$ cat config.mk
export PLATFORM = sky130hd
export DESIGN_NAME = base_ademux_fifo
export DESIGN_NICKNAME = d
export VERILOG_FILES = /design/src/rtl/base_ademux_fifo.sv
export SDC_FILE = /design/constraint.sdc
export NUM_CORES = 1
export LEC_CHECK = 0
export ABC_AREA = 1
export BUFFER_PORTS_ARGS = -buffer_cell sky130_fd_sc_hd__buf_4
export CORE_AREA = 2 2 39 41
export CTS_CLUSTER_DIAMETER = 50
export DETAILED_ROUTE_END_ITERATION = 8
export DIE_AREA = 0 0 41 43
export PLACE_DENSITY = 0.69
export SYNTH_ARGS = -nofsm -noshare
export SYNTH_HDL_FRONTEND = slang
export SYNTH_SLANG_ARGS = --single-unit
$ cat constraint.sdc
create_clock -name clk -period 1.96 [get_ports clk]
set_input_delay 0.196 -clock clk [delete_from_list [all_inputs] [get_ports clk]]
set_output_delay 0.196 -clock clk [all_outputs]
set_load 0.01 [all_outputs]
$ cat src/rtl/base_ademux_fifo.sv
// Buffered valid/ready demux/fork: {sel,data} beats queue in a FIFO and the head
// beat is offered to every selected way; it pops once all selected ways took it.

module base_ademux_fifo_way (
    input  logic clk,
    input  logic reset_n,
    input  logic head_v,
    input  logic head_sel,
    input  logic pop,
    input  logic o_r,
    output logic o_v,
    output logic take_ok
);
    logic done;

    assign o_v     = head_v & head_sel & ~done;
    // Way is satisfied if it was never selected, already took the head, or takes it now.
    assign take_ok = ~head_sel | done | o_r;

    always_ff @(posedge clk) begin
        if (!reset_n)
            done <= 1'b0;
        else if (pop)
            done <= 1'b0;
        else
            done <= done | (o_v & o_r);
    end
endmodule

module base_ademux_fifo #(
    parameter int ways  = 2,
    parameter int width = 1,
    parameter int depth = 2
) (
    input  logic             clk,
    input  logic             reset_n,
    input  logic [ways-1:0]  sel,
    input  logic             i_v,
    output logic             i_r,
    input  logic [width-1:0] i_d,
    output logic [ways-1:0]  o_v,
    input  logic [ways-1:0]  o_r,
    output logic [width-1:0] o_d
);
    localparam int aw = $clog2(depth);
    localparam int cw = aw + 1;

    typedef struct packed {
        logic [ways-1:0]  sel;
        logic [width-1:0] data;
    } beat_t;

    beat_t          mem [depth];
    logic [aw-1:0]  wr_ptr, rd_ptr;
    logic [cw-1:0]  count;
    logic           head_v, push, pop;
    logic [ways-1:0] take_ok;
    beat_t          head;

    assign head   = mem[rd_ptr];
    // Gating with reset_n keeps outputs quiet during the reset cycle itself.
    assign head_v = reset_n & (count != '0);
    assign i_r    = reset_n & (count != cw'(depth));
    assign push   = i_v & i_r;
    assign pop    = head_v & (&take_ok);
    assign o_d    = head.data;

    for (genvar w = 0; w < ways; w++) begin : g_way
        base_ademux_fifo_way u_way (
            .clk      (clk),
            .reset_n  (reset_n),
            .head_v   (head_v),
            .head_sel (head.sel[w]),
            .pop      (pop),
            .o_r      (o_r[w]),
            .o_v      (o_v[w]),
            .take_ok  (take_ok[w])
        );
    end

    always_ff @(posedge clk) begin
        if (push)
            mem[wr_ptr] <= '{sel: sel, data: i_d};
    end

    // depth is a power of two, so pointers wrap naturally.
    always_ff @(posedge clk) begin
        if (!reset_n) begin
            wr_ptr <= '0;
            rd_ptr <= '0;
            count  <= '0;
        end else begin
            if (push)
                wr_ptr <= wr_ptr + 1'b1;
            if (pop)
                rd_ptr <= rd_ptr + 1'b1;
            if (push && !pop)
                count <= count + 1'b1;
            else if (pop && !push)
                count <= count - 1'b1;
        end
    end
endmodule

# == Word level (Yosys, flattened, before mapping) ==
# Memories as Yosys holds them, arrays and structs flattened. A register that Yosys moved wholly into a read port is not among the register bits.
# Cells that the tools add are included.
# op_classes
n_addsub,4
eq_ne,1
n_bitwise,21
shift,0
n_lt_le_gt_ge,0
div,0
muxes,6
mul,0
reduce_logical,8
# op_table
cell,count
AND 1 bit,10
OR 1 bit,6
inverter 1 bit,5
2-to-1 mux 1 bit,4
2-to-1 mux 2 bit,2
nonzero test 2 bit,2
adder 1 bit (second input constant),2
adder 2 x 1 -> 2 bit (second input constant),1
logical AND 1 bit,2
logical NOT 1 bit,2
inequality test 2 bit (second input constant),1
AND reduction 2 bit,1
OR reduction 2 bit,1
subtractor 2 x 1 -> 2 bit (second input constant),1
# totals
mem_bits_ro,0
ram_bits,6
memories,1
latch_bits,0
regBits,6
in_bits,8
out_inout_bits,4
# memory_table
name,depth,width,rd,rd_ports_with_merged_regs,wr,line,source
mem,2,3,1,1,1,53,beat_t mem [depth];

# == Depth between registers and ports, before layout ==
# Gate-level depths: netlist of the first run.
# depth
word_depth,8
mapped_depth,10
ltp_nobuf,10

# == By module ==
# Synthesis of the first run repeated with hierarchy kept, for this count alone.
# hier_totals
hier_cells,72
area_unflattened_um2,613.1
# modules_own_cells
mod,seq_area_each_um2,cells_each,instances,area_per_inst_um2
base_ademux_fifo,280.3,52,1,490.5
base_ademux_fifo_way,20.0,10,2,61.3

# == Least setup slack after synthesis of the first run ==
# Ideal clock, no wire load.
# synth_path
kind,reg2reg
startpoint,register count[0]
endpoint,register count[1]
t_required_ns,1.838
slack_ns,0.463
path_stages_with_launch,10
synth_period_minus_slack_ns,1.497
n_path_buf,0
arrival_ns,1.375
path_cell_list,dfxtp_1 -> inv_2 -> a21oi_2 -> nand2_1 -> inv_1 -> ha_1 -> a21oi_1 -> o21ai_0 -> o21ai_0 -> a21oi_1
# synth_via
elab_chain_cells,6
word_cells_on_any_way,15
# synth_rtl
element,line,source
start: declaration,55,logic [cw-1:0] count;
start signal: assignment,98,count <= count + 1'b1;
start signal: assignment,100,count <= count - 1'b1;
inequality test 2 bit (*),63,assign i_r = reset_n & (count != cw'(depth));
AND 1 bit (*),63,
net i_r,39,"output logic i_r,"
AND 1 bit (*),64,assign push = i_v & i_r;
net push,56,"logic head_v, push, pop;"
logical NOT 1 bit,99,else if (pop && !push)
logical AND 1 bit,99,
nonzero test 2 bit (no line),n/a,
# The timed path passes the listed nets; every way through them passes the cells marked *. The select of a mux whose other input is x is not followed.
# A chain may end at the register's enable or synchronous reset.

==> results of run 1 <==
-- registers in the layout, summed over array words and instances (netlist names), named ones only --
name	count
wr_ptr	1
mem	6
g_way.u_way.done	2
count	2
rd_ptr	1
-- cell families after synthesis --
| group | count (synthesis) | share of synthesized area (%) |
|---|---|---|
| buf+inv | 14 | 9.77 |
| fa+ha+maj | 1 | 2.04 |
| compound gates | 12 | 13.4 |
| simple gates | 27 | 22.6 |
| flops | 13 | 52.1 |
-- per-layer routing --
metal / track usage [%] / up-vias
li1: - / 242
met1: 17.6 / 192
met2: 19.7 / 6
met3: 3.14 / 2
met4: 12.0 / 0
met5: 0 / -
-- per-stage QoR --
step	power, W	utilization, %	hold slack [ns]
CTS	0.000639	52.7	0.0923
global placement	0.000469	50.7	0.382
floorplan	0.000433	-	0.295
global route	0.000670	52.7	0.0854
finish	0.000632	52.7	0.0988
detailed placement	0.000473	50.7	0.386
-- cells in the final DEF (no fill, tap or decap), types with 2 or more instances in the layout --
cell type	count
nand2_1	15
nor2_2	2
o21ai_0	3
edfxtp_1	6
dfxtp_1	7
inv_1	8
buf_4	11
inv_2	4
nor2_4	2
nor2_1	4
a21oi_2	3
a21oi_1	4
clkbuf_4	3
-- layout make-up --
type	count	share of cell area, %
Tap cell	16	2.74
Sequential cell	13	43.9
Clock inverter	1	0.686
Timing Repair Buffer	11	11.3
Clock buffer	3	3.09
Inverter	12	6.17
Multi-Input combinational cell	40	32.1
-- worst max-delay path, cell delays in order, from the launching register on --
cell and delay (ns):
dfxtp_1 0.38, inv_2 0.06, nand2_1 0.05, nand2_1 0.06, nand3_1 0.12, nand3_2 0.11, ha_1 0.32, a21oi_1 0.11
o21ai_0 0.11, o21ai_0 0.17, a21oi_1 0.06
-- worst min path at each step --
| stage | startpoint | to |
|---|---|---|
| global route | sel[0] | mem[0][1]$_DFFE_PP_ |
| detailed placement | sel[0] | mem[1][1]$_DFFE_PP_ |
| global placement | sel[0] | mem[0][1]$_DFFE_PP_ |
| finish | sel[0] | mem[0][1]$_DFFE_PP_ |
| CTS | sel[0] | mem[0][1]$_DFFE_PP_ |
| floorplan | i_d | mem[0][0]$_DFFE_PP_ |
-- cells in the mapped netlist --
library cell	count	area [µm²]
nor2_1	4	15.0
buf_4	2	15.0
a21oi_1	4	20.0
nor2_2	2	12.5
dfxtp_1	7	140
inv_1	8	30.0
o21ai_0	3	15.0
a21oi_4	1	16.3
a21oi_2	3	26.3
nand2_1	15	56.3
edfxtp_1	6	180
nand4_1	1	6.26
nand3_2	1	10.0
inv_2	4	15.0
nand3b_2	1	11.3
ha_1	1	12.5
nand3_1	1	5.00
o21ai_1	1	5.00
nor2_4	2	22.5
-- power groups by stage --
| stage | registers (W) | clock network, W | logic [W] |
|---|---|---|---|
| final | 0.000319 | 0.000166 | 0.000147 |
| after global routing | 0.000322 | 0.000184 | 0.000165 |
| after CTS | 0.000319 | 0.000171 | 0.000149 |
| after detailed placement | 0.000325 | 0 | 0.000148 |
| after global placement | 0.000325 | 0 | 0.000144 |
| after floorplan | 0.000323 | 0 | 0.000110 |
==> flow_summary.ini, run 1 <==
[worst_setup_path]
critPathMaxFanout = 4
arrival_ns = 1.83
rr_endpoint = count[1]$_SDFFE_PN0P_
critical_path_class = reg -> reg
reg2reg_slack_ns = 0.30
cp-endpoint = count[1]$_SDFFE_PN0P_
cp.required_ns = 2.12
end_kind = flip-flop
reg2reg_depth = 10
start_kind = flip-flop

[floorplanning]
ios = 12
fp.dieH_um = 43
core_um2 = 1380
die-area_um2 = 1760
die_w_um = 41
std_cell_rows = 14
start_util_pct = 44.4

[finish]
stdcell_area_um2 = 729
seqCellArea_um2 = 320
final_layout_size_suffix_gt1_share_pct = 36.3
fin_cells = 96
multi_input_area_um2 = 234
final_nets = 90
diodes = 0
n_fill_cell = 128
syn_to_final_growth_pct = 18.7

[place]
io_buffers = 11
hpwl_um = 749
dpl_cell_area_um2 = 702
pre_cts_slack_ns = 0.302
post-place-cells = 92
gp_congestion = 0.739

[power_and_ir_drop]
switching_power_w = 0.000190
swShare_pct = 30.1
clockPowerShare_pct = 26.2
irDropWorstVdd_v = 0.000393
combPwrFrac_pct = 23.3
pwr_density_cell_nw_per_um2 = 866
internal_power_w = 0.000442
p_seq_share_pct = 50.5
power.leakage_nw = 0.316

[sta]
min_period_ns = 1.66
rsz0062_at_grt = false
setup_tns_ns = 0
setup_ws_ns = 0.296
setup_viol = 0
fin_crit_sh_pct = 84.9
finalMaxSlewViolations = 0
finalClockSkew_ns = 0.00388
final_hold_viol_count = 0
worst_pin_slew_ns = 0.299
max_freq_mhz = 601
slew_headroom_pct = 80.0

[grt]
grt_pass1_vias = 409
grt_first_pass_wirelength_um = 1620
grt_max_degree = 9
overflow = 0
grt_usage_pct = 14.2
antenna_found_initial = 0

[synthesis]
synth.distinct_cells = 19
ys_warn_count = 0
syn_nets = 76
netlist_area_um2 = 614
ys_seq_elements = 13
synth.avg_cell_area_um2 = 9.17
seq_area_frac_synth_pct = 52.1
synth_cells = 67

[detailed_routing]
drt-wirelength-per-cell_um = 10.1
route.met2.wl_um = 447
num_vias = 442
drt_wl_total_um = 967
wl_met1_um = 476
wl_met3_um = 34
drc_errors = 0
maxUsedRoutingLayer = met4
first_pass_iters = 2
first_iter_violations = 2
postRouteAntennaNets = 0
via_per_inst = 4.60

[hold_path]
hold_path.class = in -> reg
hold_path_depth = 1

[clocking]
numCtsBuffers = 3
cts_tree = done
cts_repair_resize_count = 0
hold_buffers = 0
clock-sinks = 13
insertion_delay_ns = 0.28
cts_setup_buffers = 0
clk_pin_slew_worst_paths_ns = 0.08
htree_num_levels = 1
clk_path_buf_depth = 2
cts-root-buf = clkbuf_4

[status]
status = finished clean

[run]
max-cap-violations = 0
Note: power is estimated with default switching activity, not from simulation.
==> run 2, diff against run 1 <==
==> config.mk (replaced) <==
export PLATFORM = sky130hd
export DESIGN_NAME = base_ademux_fifo
export DESIGN_NICKNAME = d
export VERILOG_FILES = /design/src/rtl/base_ademux_fifo.sv
export SDC_FILE = /design/constraint.sdc
export NUM_CORES = 1
export LEC_CHECK = 0
export ABC_AREA = 0
export BUFFER_PORTS_ARGS = -buffer_cell sky130_fd_sc_hd__buf_4
export CORE_UTILIZATION = 45
export CTS_CLUSTER_DIAMETER = 50
export DETAILED_ROUTE_END_ITERATION = 8
export PLACE_DENSITY = 0.7
export SYNTH_ARGS = -nofsm -noshare
export SYNTH_HDL_FRONTEND = slang
export SYNTH_SLANG_ARGS = --single-unit
==> constraint.sdc (replaced) <==
create_clock -name clk -period 1.5 [get_ports clk]
set_input_delay 0.15 -clock clk [delete_from_list [all_inputs] [get_ports clk]]
set_output_delay 0.15 -clock clk [all_outputs]
set_load 0.01 [all_outputs]
==> run 2 against run 1 <==
Effect of this change:
- the run now ends with negative setup slack left
- via count decreased by 0.23%
- global-route usage increased by 1.9 points
- setup slack got worse by 0.50 ns
- sequential power increased by 51%
- final cell count decreased by 7.3%
- maximum frequency decreased by 2.6%
- design area increased by 12%
==> flow_summary.ini, run 2 <==
[floorplanning]
die-area_um2 = 1480
std_cell_rows = 12
die_w_um = 38.4
start_util_pct = 51.0
core_um2 = 1170
fp.dieH_um = 38.4
ios = 12

[clocking]
clock-sinks = 13
clk_path_buf_depth = 2
insertion_delay_ns = 0.27
htree_num_levels = 1
cts-root-buf = clkbuf_4
numCtsBuffers = 3
cts_tree = done
clk_pin_slew_worst_paths_ns = 0.08

[run]
max-cap-violations = 0

[power_and_ir_drop]
pwr_density_cell_nw_per_um2 = 1350
power.leakage_nw = 0.364
irDropWorstVdd_v = 0.000896

[sta]
final_hold_viol_count = 0
worst_hold_slack_ns = 0.0616
slew_headroom_pct = 78.7
finalClockSkew_ns = 0.00190
finalMaxSlewViolations = 0
worst_pin_slew_ns = 0.318
max_freq_mhz = 586
min_period_ns = 1.71
setup_ws_ns = -0.207
rsz0062_at_grt = true
fin_crit_sh_pct = 114
setup_tns_ns = -0.395
setup_viol = 3

[synthesis]
syn_nets = 60
synth-edff-count = 6
synth_top_area_cell = edfxtp_1
ys_seq_elements = 13
synth.distinct_cells = 27
yosys-top-cells-area = edfxtp_1 30%, dfxtp_1 23%, mux2i_1 5.0%, nor2_1 3.1%, a21oi_4 2.7%
synth.avg_cell_area_um2 = 11.7
synth_top_area_share_pct = 30.2
synthTopCellsByCount = 7 x dfxtp_1, 6 x edfxtp_1, 5 x nor2_1
synth_flop_cell = dfxtp_1
synth_cells = 51
postSynth.asyncResetShare_pct = 0
seq_area_frac_synth_pct = 53.7
netlist_area_um2 = 597
yosysMostFrequentCell = dfxtp_1
ys_warn_count = 0

[detailed_routing]
drc_errors = 0
drt_wl_total_um = 914
first_iter_violations = 6
postRouteAntennaNets = 0
first_pass_iters = 3
drt-wirelength-per-cell_um = 10.3
num_vias = 441
via_per_inst = 4.96

[worst_setup_path]
end_kind = flip-flop
reg2reg_depth = 7
critPathMaxFanout = 3
start_kind = flip-flop
reg2reg_slack_ns = -0.21
arrival_ns = 1.91
rr_endpoint = count[1]$_SDFFE_PN0P_
cp.required_ns = 1.71
critical_path_class = reg -> reg

[place]
post-place-cells = 82
gp_congestion = 0.648
io_buffers = 11
dpl_cell_area_um2 = 756
hpwl_um = 728

[finish]
final_layout_size_suffix_gt1_share_pct = 48.0
largestRegisters = mem x6, count x2, g_way.u_way.done x2
syn_to_final_growth_pct = 36.9
diodes = 0
fin_cells = 89
layout_commonest_cell = buf_4
layout_common_cells = 21 x buf_4, 6 x edfxtp_1, 5 x nor2_1, 5 x dfxtp_1
stdcell_area_um2 = 817
final_nets = 85
largest_reg_flops = 6
regMostFlops = mem

[hold_path]
hold_end = mem[1][2]$_DFFE_PP_
hold_path.class = in -> reg
hold_path_depth = 1
hp-start = sel[1]

[grt]
grt_usage_pct = 16.1
antenna_found_initial = 0
grt_pass1_vias = 416
overflow = 0
grt_max_degree = 10
grt_first_pass_wirelength_um = 1570

[status]
status = finished with violations
violations = negative setup slack
run 2: what timing repair did:
item,CTS,global route
resized for setup,0,4
endpoints found under the setup margin,2,4
pin swaps,2,0
hold buffers,0,0
buffers inserted,2,1
run 2: final cells by class:
cell class              count  area (µm²)
inverters                   3        11.3
multi-input cells          33         267
flip-flops and latches     13         325
well taps                  14        17.5
clock buffers               3        22.5
repair buffers             22         169
clock inverters             1        5.00
fillers                    92         354
run 2: cell families (layout without fill, tap and decap cells):
logic type	count (synthesis)	count (layout)	synth area share (%)
AO/OA/AOI/OAI	10	10	12.8
XOR/XNOR	2	2	2.94
adder cells (fa/ha/maj)	1	1	2.10
buffers and inverters	5	29	4.40
flip-flops	13	13	53.7
multiplexers	5	5	9.43
AND/OR/NAND/NOR	15	15	14.7
run 2: worst max-delay path by stage:
stage	startpoint	endpoint	slack, ns
after global routing	flip-flop	count[1]$_SDFFE_PN0P_	-0.28
after floorplan	flip-flop	count[1]$_SDFFE_PN0P_	-0.18
final	flip-flop	count[1]$_SDFFE_PN0P_	-0.21
after detailed placement	flip-flop	count[1]$_SDFFE_PN0P_	-0.25
after CTS	flip-flop	count[1]$_SDFFE_PN0P_	-0.23
after global placement	flip-flop	count[1]$_SDFFE_PN0P_	-0.19
run 2: through the flow:
| step | utilization (%) | setup slack, ns | power (W) |
|---|---|---|---|
| final | 69.8 | -0.207 | 0.00110 |
| after global routing | 69.8 | -0.284 | 0.00117 |
| after CTS | 68.2 | -0.225 | 0.00109 |
| after detailed placement | 64.5 | -0.246 | 0.000859 |
| after global placement | 64.5 | -0.189 | 0.000845 |
| after floorplan | - | -0.176 | 0.000703 |
run 2: worst max-delay path: stages, from the launching register on:
cell and delay [ns]:
dfxtp_4 0.37, mux2_4 0.32, a21oi_4 0.16, nand2b_4 0.08, ha_4 0.15, xor2_1 0.14
or3_1 0.31, a21boi_1 0.12
run 2: layer usage:
layer	GRT usage (%)	vias up	routed length, µm
li1	-	229	-
met1	18.1	200	417
met2	27.1	10	447
met3	1.74	2	37
met4	12.9	0	11
met5	0	-	0
run 2: report_power, final:
group	total [W]	switching (W)	internal [W]
combinational	0.000413	0.000162	0.000251
clock	0.000208	0.000109	0.0000986
sequential	0.000483	0.0000492	0.000434
